==> src/rtl/lfsr_event_timer.sv <==
// Programmable event timer: a Galois LFSR prescaler emits a base tick once per
// prescale period, and a down-counter of base ticks raises expire (one-shot or periodic).
module lfsr_event_timer #(
   parameter int                LFSR_W   = 16,
   parameter logic [LFSR_W-1:0] TAPS     = 16'h002D,
   parameter logic [LFSR_W-1:0] SEED     = 16'h0001,
   parameter logic [LFSR_W-1:0] TERMINAL = 16'hB11F,
   parameter int                CNT_W    = 8
) (
   input  logic             clk,
   input  logic             rst,
   input  logic             enable,
   input  logic             start,
   input  logic             stop,
   input  logic             mode,
   input  logic [CNT_W-1:0] period_in,
   output logic             tick,
   output logic             expire,
   output logic             busy,
   output logic [CNT_W-1:0] remaining
);

   typedef enum logic {IDLE = 1'b0, RUN = 1'b1} state_t;

   state_t            state;
   logic [LFSR_W-1:0] lfsr;
   logic [LFSR_W-1:0] lfsr_step;
   logic [CNT_W-1:0]  period_q;
   logic              mode_q;
   logic              last_tick;

   assign lfsr_step = {lfsr[LFSR_W-2:0], 1'b0} ^ (lfsr[LFSR_W-1] ? TAPS : '0);
   // remaining is always >= 1 in RUN; treating <= 1 as the last tick keeps it from wrapping
   assign last_tick = (remaining <= CNT_W'(1));

   // Control priority each edge: stop, then start (restart), then counting when enabled.
   always_ff @(posedge clk or negedge rst) begin
      if (!rst) begin
         state     <= IDLE;
         lfsr      <= SEED;
         tick      <= 1'b0;
         expire    <= 1'b0;
         busy      <= 1'b0;
         remaining <= '0;
         period_q  <= '0;
         mode_q    <= 1'b0;
      end else begin
         tick   <= 1'b0;
         expire <= 1'b0;
         if (stop || (start && period_in == '0)) begin
            state     <= IDLE;
            busy      <= 1'b0;
            remaining <= '0;
            lfsr      <= SEED;
         end else if (start) begin
            state     <= RUN;
            busy      <= 1'b1;
            remaining <= period_in;
            period_q  <= period_in;
            mode_q    <= mode;
            lfsr      <= SEED;
         end else if (state == RUN && enable) begin
            if (lfsr == TERMINAL) begin
               lfsr <= SEED;
               tick <= 1'b1;
               if (last_tick) begin
                  expire <= 1'b1;
                  if (mode_q) begin
                     remaining <= period_q;
                  end else begin
                     state     <= IDLE;
                     busy      <= 1'b0;
                     remaining <= '0;
                  end
               end else begin
                  remaining <= remaining - 1'b1;
               end
            end else begin
               lfsr <= lfsr_step;
            end
         end
      end
   end

endmodule

==> config.mk <==
export PLATFORM = sky130hd
export DESIGN_NAME = lfsr_event_timer
export DESIGN_NICKNAME = d
export VERILOG_FILES = /design/src/rtl/lfsr_event_timer.sv
export SDC_FILE = /design/constraint.sdc
export NUM_CORES = 1
export LEC_CHECK = 0
export CORE_ASPECT_RATIO = 1.25
export CORE_MARGIN = 2
export CORE_UTILIZATION = 50
export CTS_BUF_LIST = sky130_fd_sc_hd__clkbuf_8
export DETAILED_ROUTE_END_ITERATION = 12
export GPL_TIMING_DRIVEN = 0
export PLACE_DENSITY = 0.74
export SYNTH_ARGS = -nofsm -noshare
export SYNTH_HDL_FRONTEND = slang
export SYNTH_SLANG_ARGS = --single-unit
==> constraint.sdc <==
create_clock -name clk -period 5.7 [get_ports clk]
set_clock_uncertainty 0.15 [all_clocks]
set_input_delay 1.14 -clock clk [delete_from_list [all_inputs] [get_ports clk]]
set_output_delay 1.14 -clock clk [all_outputs]
set_load 0.02 [all_outputs]
After elaboration in Yosys (flattened, before gate mapping)
Cells that the tools add are included.
{"block": "totals", "output_inout_bits": 11, "wordCells": 49, "ff_bits": 36, "input_bits": 14}
{"block": "classes", "bitwise": 2, "n_eq_ne": 2, "n_addsub": 1, "order_cmp": 1, "n_reduce_logical": 10, "muxes": 26}
{"op": "16-bit two-way mux", "n": 4}
{"op": "8-bit two-way mux", "n": 6}
{"op": "16-bit equality test (second input constant)", "n": 1}
{"op": "16-bit by 6-bit XOR with 16-bit output", "n": 1}
{"op": "1-bit two-way mux", "n": 15}
{"op": "3-bit nonzero test", "n": 3}
{"op": "8-bit by 1-bit less-or-equal comparator with 1-bit output (second input constant)", "n": 1}
{"op": "8-bit zero test", "n": 1}
{"op": "8-bit by 1-bit subtractor with 8-bit output (second input constant)", "n": 1}
{"op": "6-bit two-way mux", "n": 1}
{"op": "2-bit AND reduction", "n": 2}
{"op": "4-bit AND reduction", "n": 1}
{"op": "3-bit by 2-bit inequality test with 1-bit output (second input constant)", "n": 1}
{"op": "1-bit logical AND", "n": 2}
{"op": "1-bit logical OR", "n": 1}
{"op": "1-bit NOT", "n": 1}

Longest topological paths before layout
Gate-level depths: netlist of the first run.
{"block": "logic_depth", "word_depth": 6, "ltp_mapped": 7, "mapped_depth_nobuf": 6}

Worst setup path before layout of the first run
OpenSTA, ideal clock, no wires.
{"block": "synth_path", "path_kind": "input to register", "start": "in start", "end": "reg mode_q", "t_arrival_ps": 2156, "setup_slack_ps": 3270, "setup_time_ps": 125, "path_stages": 5, "cell_sequence": "clkbuf_1 > inv_1 > nor2_1 > nand2_1 > mux2_2"}
{"block": "synth_between", "elab_chain_len": 4}
{"item": "start: declaration", "line_no": "13", "source": "input logic start,"}
{"item": "1-bit logical AND", "line_no": "50", "source": "if (stop || (start && period_in == '0)) begin"}
{"item": "1-bit logical OR", "line_no": "50"}
{"item": "1-bit NOT (no line)"}
{"item": "2-bit AND reduction (no line) *"}
{"item": "end signal: assignment", "line_no": "60", "source": "mode_q <= mode;"}
{"item": "end: declaration", "line_no": "29", "source": "logic mode_q;"}
Every way passes the cells marked *; elsewhere a longest branch is shown, timed or not.
A chain may end at the register's enable or synchronous reset.

Final worst setup path of the first run
{"block": "layout_path", "start": "in stop", "end": "reg lfsr[13]"}
{"block": "layout_between", "elab_chain_len": 2}
{"item": "start: declaration", "line_no": "14", "source": "input logic stop,"}
{"item": "1-bit logical OR *", "line_no": "50"}
{"item": "3-bit nonzero test (no line) or 16-bit two-way mux (tied branches)"}
{"item": "end signal: assignment", "line_no": "79", "source": "lfsr <= lfsr_step;"}
{"item": "end: declaration", "line_no": "26", "source": "logic [LFSR_W-1:0] lfsr;"}
Marks and branches as above.

==> metrics.cfg, run 1 <==
[grt]
grt-busiest-layer=met2
met3_routing_resource_usage_after_global_routing_pct=5.17
global_route.usage.total_pct=25.2
gr-usage-met2_pct=43.5
grt_first_pass_wirelength_mm=8.09
grt_util_met1_pct=30.1
grt_pass1_vias=1708
grt_antenna_before_repair=0
largest_net_degree_at_the_start_of_global_routing=37
grt_overflow=0

[critical_path]
setup.worst_path.end_class=flop
cp.arrival_ps=2810
start_kind=primary input
category_of_the_critical_setup_timing_path=primary input to flop
required_ps=5710
critical_path.max_fanout=10

[cts]
tritoncts=built
clk_latency_ps=290
clock_slew_at_the_register_clock_pins_of_the_worst_setup_and_hold_paths_ps=70
max-clock-path-buffers=2
clk_root_buffer_cell=sky130_fd_sc_hd__clkbuf_8
holdBufCountCts=0
setup_buffers_after_cts=0
cts_resized=0
numClockSinks=36
htreeDepth=2
cts_made_buffers=5

[sta]
finalWorstPathRequiredPeriod_ps=2800
timing.final.max_slew_violations=0
final.setup.tns_ps=0
achievable-frequency_ghz=0.357
unrepaired_setup_endpoints_after_global_routing=false
finalHoldViolations=0
final.period_utilization_pct=49.2
worst-slew-pin-transition_ps=778
timing.slew.headroom_pct=48.1
setup-violations-final=0

[floorplanning]
design.die.area_um2=4270
placement_rows=24
design.portCount=25
die_y_um=72.5
fp.coreArea_um2=3540
initial_core_util_pct=53.0
die_w_um=58.8

[detailed_routing]
detailedRoute.firstPassIterationCount=5
routed-via-count=1702
drt_drc_violations_left=0
drt_first_iter_violations=135
detail_route.wl_per_cell_um=17.7
totalWireLength_mm=4.70
avgViaCountPerCell=6.42
detail-route-antenna-nets=0

[hold_path]
timing.hold.worst.class=flop to flop

[finish]
drive_above_1_share_pct=7.52
diodes=0
post-route-cell-area_um2=2250
area_of_combinational_cells_with_multiple_inputs_um2=901
post_layout_util_pct=63.6
syn_to_final_growth_pct=19.9
num-fill-cells=303
design.final.nets=241
layout.area.seq_um2=902

[synth]
ys_ff_latch=36
post_synth.cell_area_avg_um2=9.63
post_synth_instance_area_um2=1880
edff_count_synth=0
synth_nets=211
synth_ff_type=sky130_fd_sc_hd__dfrtp_1
ys_types=42
synth_cells=195
seq_area_frac_synth_pct=48.0
synth-async-reset-ratio_pct=100
yosysWarnings=0

[job]
cap_violations=0

[place]
port_buffers=23
gp_routability_congestion=1.01
placedInstanceArea_um2=2150
hpwlAfterDp_mm=3.44

[power]
max_rail_drop_vdd_uv=149
power_per_cell_area_nw_per_um2=256
p_leak_uw=0.000944
fin_total_pwr_uw=576

[status]
outcome=finished clean

==> power by group <==
part / internal (uW) / total, uW / switching (uW)
registers: 269 / 282 / 13.1
logic: 42.2 / 99.7 / 57.5
clock network: 108 / 195 / 86.4
==> kinds of logic (layout without fill, tap and decap cells) <==
kind of cell             Yosys count  count (layout)  synth area share [%]
AND/OR/NAND/NOR                   74              74                  19.9
AO/OA/AOI/OAI                     56              56                  22.6
flip-flops                        36              36                  48.0
buffers and inverters             19              50                  4.00
XOR/XNOR                           5               5                  2.33
multiplexers                       3               3                  1.80
adder cells (fa/ha/maj)            2               2                  1.33
==> metrics by stage <==
stage | setup slack (ps) | cells | hold WS (ps)
3_5_place_dp | 2600 | 257 | 340
5_1_grt | 2750 | 265 | 378
6_report | 2900 | 265 | 362
3_3_place_gp | 2580 | 257 | 339
4_1_cts | 2900 | 265 | 357
2_1_floorplan | 3270 | 195 | 316
==> worst paths after layout <==
check,start,to,slack (ps),cells after the start
min in group asynchronous,rst,period_q[6],770,1
max reg2reg,remaining[1],remaining[1],3280,7
min reg2reg,period_q[4],period_q[4],360,1
min,period_q[4],period_q[4],360,1
max,stop,lfsr[13],2900,5
max in group asynchronous,rst,lfsr[8],4120,1
==> worst max-delay path, cell delays in order <==
cell and delay, ps:
sky130_fd_sc_hd__clkdlybuf4s50_1 600, sky130_fd_sc_hd__or2_2 170, sky130_fd_sc_hd__clkbuf_1 400, sky130_fd_sc_hd__clkbuf_1 390
sky130_fd_sc_hd__nor2_1 100
==> Yosys cell counts (4+ instances only) <==
library cell | n | area (um2)
sky130_fd_sc_hd__a22oi_1 | 16 | 120
sky130_fd_sc_hd__dfrtp_1 | 35 | 876
sky130_fd_sc_hd__o211ai_1 | 4 | 30.0
sky130_fd_sc_hd__or4_1 | 5 | 37.5
sky130_fd_sc_hd__nand2_1 | 21 | 78.8
sky130_fd_sc_hd__inv_1 | 7 | 26.3
sky130_fd_sc_hd__o21ai_0 | 6 | 30.0
sky130_fd_sc_hd__clkbuf_1 | 9 | 33.8
sky130_fd_sc_hd__a21oi_1 | 4 | 20.0
sky130_fd_sc_hd__nor4_1 | 8 | 50.1
sky130_fd_sc_hd__a22o_1 | 7 | 61.3
sky130_fd_sc_hd__nor2_1 | 23 | 86.3
==> layer usage <==
layer	routed length, um	part of all wire, %	vias to the layer above
li1	-	-	793
met1	1870	40	846
met2	2520	54	49
met3	184	3.9	14
met4	125	2.7	0
met5	0	0	-
==> cells in the final DEF, fill, tap and decap left out, types with 2 or more instances in the layout <==
cell                              netlist  routed
sky130_fd_sc_hd__nand2_1               21      21
sky130_fd_sc_hd__dfrtp_1               35      35
sky130_fd_sc_hd__clkbuf_1               9       9
sky130_fd_sc_hd__a41oi_1                2       2
sky130_fd_sc_hd__inv_1                  7       8
sky130_fd_sc_hd__o21ai_0                6       6
sky130_fd_sc_hd__buf_2                  2       3
sky130_fd_sc_hd__a21oi_1                4       4
sky130_fd_sc_hd__o41ai_1                3       3
sky130_fd_sc_hd__a22oi_1               16      16
sky130_fd_sc_hd__a2111oi_0              2       2
sky130_fd_sc_hd__nor2_1                23      23
sky130_fd_sc_hd__or2_2                  2       2
sky130_fd_sc_hd__nor3b_1                2       2
sky130_fd_sc_hd__clkbuf_8               0       7
sky130_fd_sc_hd__a22o_1                 7       7
sky130_fd_sc_hd__o31ai_1                3       3
sky130_fd_sc_hd__clkdlybuf4s50_1        0      22
sky130_fd_sc_hd__nor4_1                 8       8
sky130_fd_sc_hd__ha_1                   2       2
sky130_fd_sc_hd__mux2_2                 3       3
sky130_fd_sc_hd__a31oi_1                2       2
sky130_fd_sc_hd__xor2_1                 3       3
sky130_fd_sc_hd__or4_1                  5       5
sky130_fd_sc_hd__nor4bb_1               3       3
sky130_fd_sc_hd__nand3_1                3       3
sky130_fd_sc_hd__o211ai_1               4       4
sky130_fd_sc_hd__xnor2_1                2       2
==> flip-flops by register name, summed over array words and instances, names as in the netlist <==
signal and count:
mode_q 1, state 1, expire 1, tick 1, lfsr 16, period_q 8, remaining 8
==> cell type report <==
cell class,count,area share (%)
buffer,12,2.17
clock buffer,7,4.28
clock inverter,1,0.167
inverter,7,1.17
multi-input combinational,140,40.0
sequential,36,40.1
tap,39,2.17
timing repair buffer,23,10.0
No activity file was read; power rests on OpenSTA's default activity.
==> run 2, diff against run 1 <==
- clock period: 5.7 -> 2.9 ns (I/O delays scaled with it)
==> results of run 2 <==
Same layout as run 1 (identical final DEF). Status: finished clean.
Main changes from that run: setup slack after placement 2600 ps -> 363 ps; setup slack after layout 2900 ps -> 485 ps; hold slack 362 ps -> 213 ps; start point of the critical path stop -> remaining[1]; end point of the critical path lfsr[13] -> remaining[1]; register-to-register setup slack 3280 ps -> 480 ps; total power 576 uW -> 1130 uW; worst IR drop on VDD 149 uV -> 293 uV
==> run 3, diff against run 2 <==
- clock period: 2.9 -> 2.4 ns (I/O delays scaled with it)
==> run 3 against run 2 <==
  * Combinational power up 22%
  * Critical path depth down 1
  * Largest power group unchanged
  * Wire length increased by 0.26%
  * Sequential power grew 21%
  * First-iteration DRC count grew 12%
  * Sequential share of layout area is 0.35 points lower
  * Register-to-register slack worse by 340 ps
  * Clock power increased by 21%
  * Total power rose by 21%
==> metrics.cfg, run 3 (synthesis results as in run 1) <==
[power]
power_per_cell_area_nw_per_um2=604
p_leak_uw=0.000952  ; +0.87%
max_rail_drop_vdd_uv=358

[critical_path]
rrSetupSlack_ps=140
critical_path.max_fanout=9
start_kind=flop
cpPeakStageDelay_ps=500
setup.worst_path.end_class=flop
cp.arrival_ps=2310
required_ps=2460
r2r_start=remaining[0]
critPathSlowestCell=sky130_fd_sc_hd__dfrtp_1
timing.critical_path.from=remaining[0]
critical_path_cell_by_cell=inv_1, ha_1, or4_1, a2111oi_1, o41ai_1, a22oi_1
category_of_the_critical_setup_timing_path=flop to flop

[finish]
syn_to_final_growth_pct=21.0
top_regs=lfsr (16), period_q (8), remaining (8)
post_layout_util_pct=64.1  ; +0.57 points
mostFrequentLayoutCell=sky130_fd_sc_hd__dfrtp_1
drive_above_1_share_pct=8.81  ; +1.3 points
number_of_flip_flops_in_the_largest_register=16  ; unchanged
design.final.nets=242  ; +0.41%
diodes=0  ; unchanged
mostFrequentLayoutCells=35 x sky130_fd_sc_hd__dfrtp_1, 23 x sky130_fd_sc_hd__nor2_1, 22 x sky130_fd_sc_hd__clkdlybuf4s50_1
max_flop_register=lfsr

[cts]
cts_made_buffers=5  ; unchanged
clk_latency_ps=290  ; about the same
clk_root_buffer_cell=sky130_fd_sc_hd__clkbuf_8
numClockSinks=36  ; unchanged
htreeDepth=2  ; unchanged
max-clock-path-buffers=2  ; unchanged
clock_slew_at_the_register_clock_pins_of_the_worst_setup_and_hold_paths_ps=70  ; about the same
tritoncts=built
holdBufCountCts=0  ; unchanged

[sta]
timing.final.max_slew_violations=0  ; unchanged
finalHoldViolations=0  ; unchanged
unrepaired_setup_endpoints_after_global_routing=false
finalWorstPathRequiredPeriod_ps=2260
final.hold.worst_slack_ps=116
final.setup.tns_ps=0  ; unchanged
final.period_utilization_pct=94.0
worst-slew-pin-transition_ps=784  ; +5.26 ps
timing.slew.headroom_pct=47.8  ; -0.35 points
achievable-frequency_ghz=0.443
setup-violations-final=0  ; unchanged

[grt]
grt_first_pass_wirelength_mm=8.09  ; unchanged
grt_overflow=0  ; unchanged
grt_pass1_vias=1708  ; unchanged
global_route.usage.total_pct=25.2  ; unchanged
largest_net_degree_at_the_start_of_global_routing=37  ; unchanged
grt_antenna_before_repair=0  ; unchanged

[detailed_routing]
detailedRoute.firstPassIterationCount=5  ; unchanged
drt_drc_violations_left=0  ; unchanged
detail-route-antenna-nets=0  ; unchanged
drt_first_iter_violations=151  ; +12%
routed-via-count=1708  ; +0.35%
avgViaCountPerCell=6.42  ; about the same
detail_route.wl_per_cell_um=17.7  ; -0.12%
totalWireLength_mm=4.71  ; +0.26%

[floorplanning]
die_w_um=58.8  ; unchanged
fp.coreArea_um2=3540  ; unchanged
design.portCount=25  ; unchanged
initial_core_util_pct=53.0  ; unchanged
placement_rows=24  ; unchanged
die_y_um=72.5  ; unchanged
design.die.area_um2=4270  ; unchanged

[place]
gp_routability_congestion=1.01  ; unchanged
port_buffers=23  ; unchanged
hpwlAfterDp_mm=3.44  ; unchanged

[job]
cap_violations=0  ; unchanged

[hold_path]
timing.hold.worst.class=primary input to async pin

[status]
outcome=finished clean

==> run 3: layout make-up <==
cell class	count	area, um2
plain buffers	11	45.0
inverters	7	26.3
repair buffers	25	240
clock inverters	1	3.75
well taps	39	48.8
flip-flops and latches	36	902
multi-input cells	140	910
clock buffers	7	96.3
fillers	299	1270
==> run 3: worst paths after layout <==
| check | end | depth (start not counted) |
|---|---|---|
| max | remaining[7] | 6 |
| min | period_q[6] | 1 |
| max reg2reg | remaining[7] | 6 |
| min reg2reg | period_q[4] | 1 |
| max in group asynchronous | lfsr[8] | 1 |
| min in group clk | period_q[4] | 1 |
==> run 3: per-stage QoR <==
step                total power, uW  cell area [um2]  std cells  worst slack [ps]
finish                         1370             2270        266               144
global placement                909             2160        257             -58.5
global route                   1430             2270        266              6.32
CTS                            1380             2250        265              15.2
floorplan                       813             1880        195               185
detailed placement              916             2150        257             -36.8
==> run 3: critical path, delay by kind of cell, from the launching register on <==
kind / cells / cell delay [ps]
flops: 1 / 500
buf+inv: 1 / 80
simple gates: 1 / 490
fa+ha+maj: 1 / 310
compound gates: 3 / 650
==> run 3: power by group <==
group / leakage [uW] / internal, uW / switching, uW / total [uW]
combinational: 0.000421 / 102 / 137 / 239
sequential: 0.000475 / 638 / 31.7 / 670
clock: 0.0000557 / 257 / 206 / 464
==> run 3: metal layers <==
layer	vias to the layer above	routed length, um	track usage (%)
met5	-	0	0
met4	0	104	10.4
met3	12	152	5.17
met2	44	2550	43.5
met1	854	1900	30.1
li1	798	-	-
==> run 3: repair_timing <==
action,in CTS,in global routing
gates resized for setup,0,3
buffers inserted,0,2
setup endpoints to repair,0,5
